--- config.mk ---
export PLATFORM = sky130hd
export DESIGN_NAME = mem_lsu
export DESIGN_NICKNAME = d
export VERILOG_FILES = /design/src/rtl/lsu_pkg.sv /design/src/rtl/lsu_align.sv /design/src/rtl/mem_lsu.sv
export SDC_FILE = /design/constraint.sdc
export NUM_CORES = 1
export LEC_CHECK = 0
export ABC_AREA = 1
export CAP_MARGIN = 20
export CORE_UTILIZATION = 39
export DETAILED_ROUTE_END_ITERATION = 6
export PLACE_DENSITY = 0.72
export SETUP_SLACK_MARGIN = 0.15
export SYNTH_ARGS = -nofsm -noshare
export SYNTH_HDL_FRONTEND = slang
export SYNTH_SLANG_ARGS = --single-unit
--- constraint.sdc ---
create_clock -name clk_i -period 1.8 [get_ports clk_i]
set_input_delay 0.27 -clock clk_i [delete_from_list [all_inputs] [get_ports clk_i]]
set_output_delay 0.27 -clock clk_i [all_outputs]
set_load 0.05 [all_outputs]
--- src/rtl/lsu_pkg.sv ---
// lsu_pkg: shared definitions for the MEM-stage load/store unit.
// Access-size codes, FSM state encoding, byte-enable patterns and the
// size decoder used by both the lane logic and the top-level control.
package lsu_pkg;

  // Access size/sign codes; stores reuse the low three codes
  localparam logic [3:0] OP_LB  = 4'b0000;
  localparam logic [3:0] OP_LH  = 4'b0001;
  localparam logic [3:0] OP_LW  = 4'b0010;
  localparam logic [3:0] OP_LBU = 4'b0100;
  localparam logic [3:0] OP_LHU = 4'b0101;
  localparam logic [3:0] OP_SB  = OP_LB;
  localparam logic [3:0] OP_SH  = OP_LH;
  localparam logic [3:0] OP_SW  = OP_LW;

  // Byte-enable patterns before lane shifting
  localparam logic [3:0] BE_BYTE = 4'b0001;
  localparam logic [3:0] BE_HALF = 4'b0011;
  localparam logic [3:0] BE_WORD = 4'b1111;

  typedef enum logic [1:0] {
    ST_IDLE = 2'd0,
    ST_REQ  = 2'd1,
    ST_DONE = 2'd2
  } lsu_state_e;

  typedef enum logic [1:0] {
    SZ_BYTE = 2'd0,
    SZ_HALF = 2'd1,
    SZ_WORD = 2'd2
  } lsu_size_e;

  // Unsigned codes only exist for loads; any unknown code falls back to word
  function automatic lsu_size_e op_size(input logic [3:0] op, input logic is_store);
    lsu_size_e sz;
    sz = SZ_WORD;
    case (op)
      OP_LB:   sz = SZ_BYTE;
      OP_LH:   sz = SZ_HALF;
      OP_LBU:  if (!is_store) sz = SZ_BYTE;
      OP_LHU:  if (!is_store) sz = SZ_HALF;
      default: sz = SZ_WORD;
    endcase
    return sz;
  endfunction

endpackage

--- src/rtl/lsu_align.sv ---
// lsu_align: combinational lane logic for the load/store unit.
// Store side: effective offset, byte enables and lane-replicated write data.
// Load side: byte/halfword extraction and sign/zero extension of the bus word.
// LSU_MISALIGN_TRAP_EN: when defined, misaligned accesses are flagged;
// otherwise the low address bits below the access size are cleared.
module lsu_align
  import lsu_pkg::*;
(
  input  logic [3:0]  op_i,
  input  logic [1:0]  addr_lo_i,
  input  logic        is_store_i,
  input  logic [31:0] st_data_i,
  output logic [3:0]  st_be_o,
  output logic [31:0] st_wdata_o,
  output logic [1:0]  off_o,
  output logic        misalign_o,
  input  logic [3:0]  ld_op_i,
  input  logic [1:0]  ld_off_i,
  input  logic [31:0] rdata_i,
  output logic [31:0] ld_data_o
);

  lsu_size_e req_size;
  lsu_size_e ld_size;
  logic      ld_signed;
  logic [7:0]  ld_byte;
  logic [15:0] ld_half;

  assign req_size  = op_size(op_i, is_store_i);
  assign ld_size   = op_size(ld_op_i, 1'b0);
  assign ld_signed = (ld_op_i == OP_LB) || (ld_op_i == OP_LH);

  // Effective byte offset of the incoming access and its misalign flag
  always_comb begin
    off_o      = addr_lo_i;
    misalign_o = 1'b0;
`ifdef LSU_MISALIGN_TRAP_EN
    misalign_o = ((req_size == SZ_HALF) && addr_lo_i[0]) ||
                 ((req_size == SZ_WORD) && (addr_lo_i != 2'b00));
`else
    case (req_size)
      SZ_HALF: off_o = {addr_lo_i[1], 1'b0};
      SZ_WORD: off_o = 2'b00;
      default: off_o = addr_lo_i;
    endcase
`endif
  end

  // Store byte enables and replicated write data for the selected lanes
  always_comb begin
    st_be_o    = BE_WORD;
    st_wdata_o = st_data_i;
    case (req_size)
      SZ_BYTE: begin
        st_be_o    = BE_BYTE << off_o;
        st_wdata_o = {4{st_data_i[7:0]}};
      end
      SZ_HALF: begin
        st_be_o    = BE_HALF << {off_o[1], 1'b0};
        st_wdata_o = {2{st_data_i[15:0]}};
      end
      default: begin
        st_be_o    = BE_WORD;
        st_wdata_o = st_data_i;
      end
    endcase
  end

  // Pick the addressed byte/halfword of the read word and extend it
  always_comb begin
    case (ld_off_i)
      2'd0:    ld_byte = rdata_i[7:0];
      2'd1:    ld_byte = rdata_i[15:8];
      2'd2:    ld_byte = rdata_i[23:16];
      default: ld_byte = rdata_i[31:24];
    endcase
    ld_half = ld_off_i[1] ? rdata_i[31:16] : rdata_i[15:0];
    case (ld_size)
      SZ_BYTE: ld_data_o = {{24{ld_signed & ld_byte[7]}}, ld_byte};
      SZ_HALF: ld_data_o = {{16{ld_signed & ld_half[15]}}, ld_half};
      default: ld_data_o = rdata_i;
    endcase
  end

endmodule

--- src/rtl/mem_lsu.sv ---
// mem_lsu: MEM-stage load/store unit with a single-outstanding data bus.
// Stalls the pipeline from access acceptance until the bus acknowledges,
// then returns extended load data with a one-cycle valid strobe.
// LSU_MISALIGN_TRAP_EN: when defined, misaligned accesses raise misalign_o
// and are not issued; otherwise they are silently aligned down.
module mem_lsu
  import lsu_pkg::*;
(
  input  logic        clk_i,
  input  logic        rst_i,
  input  logic [31:0] addr_i,
  input  logic [31:0] st_data_i,
  input  logic [3:0]  ld_op_i,
  input  logic        mem_wren_i,
  input  logic        is_load_i,
  output logic        stall_o,
  output logic [31:0] ld_data_o,
  output logic        ld_valid_o,
  output logic        misalign_o,
  output logic        bus_req_o,
  output logic        bus_we_o,
  output logic [31:0] bus_addr_o,
  output logic [3:0]  bus_be_o,
  output logic [31:0] bus_wdata_o,
  input  logic        bus_ack_i,
  input  logic [31:0] bus_rdata_i
);

  lsu_state_e  state_q, state_d;
  logic        bus_req_q, bus_req_d;
  logic        bus_we_q, bus_we_d;
  logic [31:0] bus_addr_q, bus_addr_d;
  logic [3:0]  bus_be_q, bus_be_d;
  logic [31:0] bus_wdata_q, bus_wdata_d;
  logic [31:0] ld_data_q, ld_data_d;
  logic        ld_valid_q, ld_valid_d;
  logic        is_ld_q, is_ld_d;
  logic [3:0]  ld_op_q, ld_op_d;
  logic [1:0]  ld_off_q, ld_off_d;

  logic        pending;
  logic        go;
  logic        mis_raw;
  logic [3:0]  st_be;
  logic [31:0] st_wdata;
  logic [1:0]  eff_off;
  logic [31:0] ld_ext;

  lsu_align u_align (
    .op_i       (ld_op_i),
    .addr_lo_i  (addr_i[1:0]),
    .is_store_i (mem_wren_i),
    .st_data_i  (st_data_i),
    .st_be_o    (st_be),
    .st_wdata_o (st_wdata),
    .off_o      (eff_off),
    .misalign_o (mis_raw),
    .ld_op_i    (ld_op_q),
    .ld_off_i   (ld_off_q),
    .rdata_i    (bus_rdata_i),
    .ld_data_o  (ld_ext)
  );

  assign pending = is_load_i | mem_wren_i;
  assign go      = (state_q == ST_IDLE) && pending && !mis_raw;

  // Stall and misalign are combinational so the pipeline freezes in the accept cycle
  always_comb begin
    stall_o    = !rst_i && (go || (state_q == ST_REQ));
    misalign_o = !rst_i && (state_q == ST_IDLE) && pending && mis_raw;
  end

  // Next-state and registered-output logic of the IDLE/REQ/DONE handshake
  always_comb begin
    state_d     = state_q;
    bus_req_d   = bus_req_q;
    bus_we_d    = bus_we_q;
    bus_addr_d  = bus_addr_q;
    bus_be_d    = bus_be_q;
    bus_wdata_d = bus_wdata_q;
    ld_data_d   = ld_data_q;
    ld_valid_d  = 1'b0;
    is_ld_d     = is_ld_q;
    ld_op_d     = ld_op_q;
    ld_off_d    = ld_off_q;
    case (state_q)
      ST_IDLE: begin
        if (go) begin
          state_d     = ST_REQ;
          bus_req_d   = 1'b1;
          bus_we_d    = mem_wren_i;
          bus_addr_d  = {addr_i[31:2], 2'b00};
          bus_be_d    = mem_wren_i ? st_be : BE_WORD;
          bus_wdata_d = mem_wren_i ? st_wdata : 32'h0;
          is_ld_d     = !mem_wren_i;
          ld_op_d     = ld_op_i;
          ld_off_d    = eff_off;
        end
      end
      ST_REQ: begin
        if (bus_ack_i) begin
          state_d   = ST_DONE;
          bus_req_d = 1'b0;
          if (is_ld_q) begin
            ld_data_d  = ld_ext;
            ld_valid_d = 1'b1;
          end
        end
      end
      ST_DONE: state_d = ST_IDLE;
      default: state_d = ST_IDLE;
    endcase
  end

  // State and output registers, cleared by reset
  always_ff @(posedge clk_i) begin
    if (rst_i) begin
      state_q     <= ST_IDLE;
      bus_req_q   <= 1'b0;
      bus_we_q    <= 1'b0;
      bus_addr_q  <= 32'h0;
      bus_be_q    <= 4'h0;
      bus_wdata_q <= 32'h0;
      ld_data_q   <= 32'h0;
      ld_valid_q  <= 1'b0;
      is_ld_q     <= 1'b0;
      ld_op_q     <= 4'h0;
      ld_off_q    <= 2'b00;
    end else begin
      state_q     <= state_d;
      bus_req_q   <= bus_req_d;
      bus_we_q    <= bus_we_d;
      bus_addr_q  <= bus_addr_d;
      bus_be_q    <= bus_be_d;
      bus_wdata_q <= bus_wdata_d;
      ld_data_q   <= ld_data_d;
      ld_valid_q  <= ld_valid_d;
      is_ld_q     <= is_ld_d;
      ld_op_q     <= ld_op_d;
      ld_off_q    <= ld_off_d;
    end
  end

  assign bus_req_o   = bus_req_q;
  assign bus_we_o    = bus_we_q;
  assign bus_addr_o  = bus_addr_q;
  assign bus_be_o    = bus_be_q;
  assign bus_wdata_o = bus_wdata_q;
  assign ld_data_o   = ld_data_q;
  assign ld_valid_o  = ld_valid_q;

endmodule

==> results.py <==
metrics = {
    "grt": {
        "grt_pass1_wl_mm": 25.61,
        "grt_use_total_pct": 22.92,
        "first_global_vias": 5122,
        "antenna_found_initial": 0,
        "grt_overflow": 0,
        "grt_max_degree": 40,
    },
    "place": {
        "dp_hpwl_mm": 11.22,
        "place.gp.congestion": 0.8457,
        "io_buffer_count": 206,
        "place_area_um2": 7490,
    },
    "worst_setup_path": {
        "critPathMaxFanout": 4,
        "criticalPathCategory": "register to output pin",
        "crit_arrival_ns": 1.28,
        "cp.required_ns": 1.53,
        "critPathCaptureType": "output pin",
        "startpoint_type": "register",
    },
    "synth": {
        "syn-cell-area_um2": 5199,
        "yosysTopAreaCell": "dfxtp_1",
        "syn_area_per_cell_um2": 6.778,
        "netlist_instances": 767,
        "yosys_warnings": 0,
        "ys_ff_latch": 110,
        "synth.area.top_cells": "dfxtp_1 (42%), nor2_1 (12%), nand2_1 (12%), a21oi_1 (6.5%), o21ai_0 (5.1%)",
        "ys_seq_area_share_pct": 42.36,
        "yosysTopAreaCellShare_pct": 42.36,
        "synth_cell_types": 31,
    },
    "clock_tree": {
        "cts.sinks": 110,
        "cts_tree": "built",
        "htree_levels": 3,
        "cts_buffer_depth": 2,
        "cts-buffers-inserted": 9,
        "cts_root_buf": "clkbuf_16",
        "path_clk_slew_ns": 0.07,
        "cts_hold_buf": 0,
        "insertion_delay_ns": 0.35,
    },
    "final_layout": {
        "fillers": 1249,
        "drive_above_1_share_pct": 13.21,
        "finalInstanceArea_um2": 7782,
        "syn2layout_area_growth_pct": 49.70,
        "fin_nets": 1086,
        "antenna_cells": 0,
    },
    "timing": {
        "max_freq_mhz": 645.0,
        "rsz0062_at_grt": "no",
        "hold_viol": 0,
        "finClkSkew_ns": 0.005619,
        "finalSetupViolCount": 0,
        "worstMarginPinSlew_ns": 0.5225,
        "finalMaxSlewViolations": 0,
        "period_minus_slack_ns": 1.550,
        "post-route-period-util_pct": 86.14,
        "maxSlewHeadroom_pct": 65.30,
    },
    "pwr": {
        "power_mw": 6.606,
        "p_clk_share_pct": 29.2,
        "pwr-share-seq_pct": 41.1,
        "p_switching_mw": 2.238,
        "p_comb_share_pct": 29.8,
        "p_sw_share_pct": 33.88,
        "intPower_mw": 4.368,
        "powerDensity_nw_per_um2": 848.8,
        "p_leak_nw": 3.812,
        "vdd_drop_max_mv": 0.5029,
    },
    "floorplanning": {
        "pin_count": 210,
        "dieArea_um2": 13800,
        "core-area_um2": 12820,
        "chipHeight_um": 117.5,
        "start_util_pct": 40.54,
        "rows": 41,
        "die_w_um": 117.5,
    },
    "drt": {
        "ant_nets": 0,
        "vias": 5445,
        "wire_per_inst_um": 13.33,
        "drc": 0,
        "post_drt_via_cell_ratio": 4.710,
        "routed_wl_mm": 15.41,
        "dr.pass1.iters": 5,
        "drtIter0Drc": 340,
    },
    "min_path": {
        "hold_path.class": "input port to register",
    },
    "job": {
        "max_cap_viol_count": 0,
    },
    "outcome": {
        "status": "finished clean",
    },
}
final cells by class:
type	instances	area, um^2	area share (%)
Inverter	73	274.0	3.521
Multi-Input combinational cell	537	2485	31.93
Clock buffer	14	274.0	3.521
Sequential cell	110	2202	28.30
Clock inverter	2	15.01	0.1929
Timing Repair Buffer	248	2317	29.77
Tap cell	172	215.2	2.765
what timing repair did:
item | 4_1_cts | 5_1_grt
pin swaps | 5 | 6
resized for setup | 94 | 11
gates cloned | 0 | 1
endpoints found under the setup margin | 102 | 14
setup buffers | 0 | 1
worst paths after layout:
path	from	to	slack, ns	cells past startpoint
worst max-delay path	state_q[1]$_SDFFE_PP0P_	stall_o	0.25	4
worst min-delay path	rst_i	ld_valid_o$_SDFF_PP0_	0.24	2
worst max register to register	ld_off_q[1]$_SDFFE_PP0P_	ld_data_o[9]$_SDFFE_PP0P_	0.31	7
worst min register to register	bus_wdata_o[4]$_SDFFE_PP0P_	bus_wdata_o[4]$_SDFFE_PP0P_	0.46	2
power groups by stage:
stage | Clock (mW) | Sequential (mW) | Combinational [mW]
2_1_floorplan | 0 | 3.31 | 0.713
3_3_place_gp | 0 | 2.77 | 2.02
3_5_place_dp | 0 | 2.77 | 2.02
4_1_cts | 1.99 | 2.71 | 1.96
5_1_grt | 2.09 | 2.73 | 2.13
6_report | 1.93 | 2.71 | 1.97
synthesized netlist by cell type, drive strengths merged:
master and instances:
nor2 175, nand2 170, dfxtp 110, inv 72, a21oi 68, o21ai 57
nand3 45, buf 37, clkbuf 12, o211ai 7, nand4 4, ha 2
o21a 2, or2 2, a211o 1, clkinv 1, conb 1, nand3b 1
per-layer routing:
metal / global-route usage, % / wire length, um
met4: 10.58 / 464
met3: 5.281 / 1040
met1: 29.27 / 6833
met2: 36.61 / 7068
met5: 0 / 0
worst max-delay path, cell delays in order (launching register included):
cell and delay (ns):
dfxtp_1 0.34, nor2_1 0.13, nand2_2 0.09, a21oi_2 0.20, buf_12 0.16
logic make-up (layout without fill, tap and decap cells):
group	count (synthesis)	count (layout)	synth area share [%]
compound gates	135	135	13.72
other cells	1	3	0.07213
buf+inv	122	337	11.19
fa+ha+maj	2	2	0.4813
simple gates	397	397	32.18
flops	110	110	42.36
layout by cell type, fill, tap and decap left out, types with 3 or more instances in the layout:
cell             instances
clkbuf_16               10
dlygate4sd2_1           72
nor2_2                   3
a21oi_1                 65
nand3_1                 33
o21ai_0                 48
conb_1                   3
o21ai_1                  7
nor2_1                 168
clkbuf_8                 3
inv_2                    8
nand2_1                163
buf_12                   7
o211ai_1                 7
clkdlybuf4s15_1          3
dfxtp_1                110
nand3_2                 12
inv_1                   64
nand4_1                  4
buf_4                   62
nor2_4                   4
nand2_4                  3
clkdlybuf4s50_1         98
nand2_2                  4
stage by stage:
stage	util (%)	setup TNS [ns]	hold slack (ns)	worst slack, ns	cells
final	60.68	0	0.2439	0.2496	1156
after global routing	60.68	0	0.2682	0.1546	1156
after CTS	60.27	0	0.2446	0.1994	1154
after detailed placement	58.40	-12.64	0.4555	-0.4315	1138
after global placement	58.40	-11.62	0.4499	-0.3852	1138
after floorplan	-	0	0.4129	0.1430	769
registers in the layout (all words and copies together) (netlist names):
signal / flops
state_q: 2
bus_req_o: 1
ld_data_o: 32
bus_we_o: 1
is_ld_q: 1
bus_wdata_o: 32
ld_op_q: 4
bus_be_o: 4
ld_valid_o: 1
bus_addr_o: 30
ld_off_q: 2
(Power assumes the default switching activity.)
==> variant: new RTL, config.mk and constraints unchanged <==
The option `LSU_MISALIGN_TRAP_EN` is turned on by a define.
--- a/src/rtl/lsu_align.sv
+++ b/src/rtl/lsu_align.sv
@@ -4,4 +4,6 @@
 // LSU_MISALIGN_TRAP_EN: when defined, misaligned accesses are flagged;
 // otherwise the low address bits below the access size are cleared.
+`define LSU_MISALIGN_TRAP_EN
+
 module lsu_align
   import lsu_pkg::*;
Behaviour: not the same (a bounded check fails within 4 cycles, from zero or initial values and one cycle with rst_i high).
==> variant against the original RTL <==
Synthesized area decreased by 2.2%. Setup slack got worse by 220 ps. Highest routed layer unchanged. Final area increased by 3.2%. Critical path depth increased by 2. Total power decreased by 5.5%. Largest power group unchanged. Sequential share of layout area decreased by 0.85 points. Sequential power decreased by 4%. Clock power increased by 4%. Wire length increased by 4.5%. Register-to-register slack got worse by 260 ps. Sequential cell count unchanged. Combinational power decreased by 17%.
==> variant: results (changes against the original RTL) <==
[metrics] critical-path maximum fanout: 3 (-1)
[metrics] CTS-repair resized insts: 74 (-21%)
[metrics] met3 wirelength from detailed routing: 1150 um (+11%)
[metrics] family with the most delay on the worst path: simple AND/OR/NAND/NOR gates
[metrics] HPWL reported at the end of detailed placement: 11500 um (+2.4%)
[metrics] met3 Track Usage GR: 0.0493 (-0.00351)
[metrics] Initial DRC Count: 378 (+11%)
[metrics] maximum number of pins on one net before global-route repair: 54 (+35%)
[metrics] number of unique standard cell types used by synthesis: 28 (-9.7%)
[metrics] length of routed wiring on met1: 7130 um (+4.3%)
[metrics] GR met1 Demand/Resource: 0.309 (+0.0158)
[metrics] number of buffers inserted to repair setup after CTS: 3 (+3)
[metrics] register area: 2200 sq um (+0.11%)
[metrics] top post-synthesis cells by area: sky130_fd_sc_hd__dfxtp_1, sky130_fd_sc_hd__nand2_1, sky130_fd_sc_hd__o21ai_0
[metrics] GRT Util Overall: 0.230 (+0.00113)
[metrics] number of non-filler instances in the completed layout: 1141 (-1.3%)
[metrics] delay of the slowest cell on the worst path: 320 ps (-20 ps)
[metrics] number of fill cells: 1189 (-4.8%)
[metrics] beginning of the worst register-to-register path: state_q[1]$_SDFFE_PP0P_
[metrics] number of inverters outside the clock class in the layout: 97 (+33%)
[metrics] arrival time worst endpoint: 1500 ps (+220 ps)
[metrics] CP max-delay cell: sky130_fd_sc_hd__dfxtp_2
[metrics] status: finished clean
[metrics] Post-Syn Area per Cell: 6.85 sq um (+1.1%)
[metrics] clock network area share: 0.0377 (+0.000551)
[metrics] length of the first detailed-routing pass in iterations: 6 (+1)
[metrics] M2 GR Usage: 0.362 (-0.00382)
[metrics] drt wl/cell: 14.1 um (+5.9%)
[metrics] arithmetic-cell share of the synthesized area counting full adders, half adders and majority gates: 0 (-0.00481)
[metrics] register fraction of the total cell area: 0.274 (-0.00855)
[metrics] global-route wire length before repair: 24100 um (-5.8%)
[metrics] routed wire length on met2: 7500 um (+6.1%)
[metrics] Pleak: 4.03 nW (+5.7%)
[metrics] Worst R2R Path Depth: 9 (+2)
[metrics] Internal Dissipation: 0.00418 W (-4.4%)
-- variant: power by group through the flow --
stage	sequential, W	clock, W	combinational [W]
after floorplan	0.00299	0	0.000573
after global placement	0.00266	0	0.00155
after detailed placement	0.00266	0	0.00156
after CTS	0.00260	0.00206	0.00154
after global routing	0.00262	0.00215	0.00175
final	0.00260	0.00200	0.00164
-- variant: how the worst min path moves through the flow --
stage | slack, ps | start | to | depth (start not counted)
after floorplan | 410 | addr_i[10] | bus_addr_o[10]$_SDFFE_PP0P_ | 2
after detailed placement | 450 | bus_addr_o[6]$_SDFFE_PP0P_ | bus_addr_o[6]$_SDFFE_PP0P_ | 2
final | 380 | rst_i | bus_addr_o[7]$_SDFFE_PP0P_ | 3
after global placement | 450 | bus_we_o$_SDFFE_PP0P_ | bus_we_o$_SDFFE_PP0P_ | 2
after global routing | 410 | rst_i | bus_addr_o[15]$_SDFFE_PP0P_ | 3
after CTS | 370 | rst_i | bus_addr_o[12]$_SDFFE_PP0P_ | 3
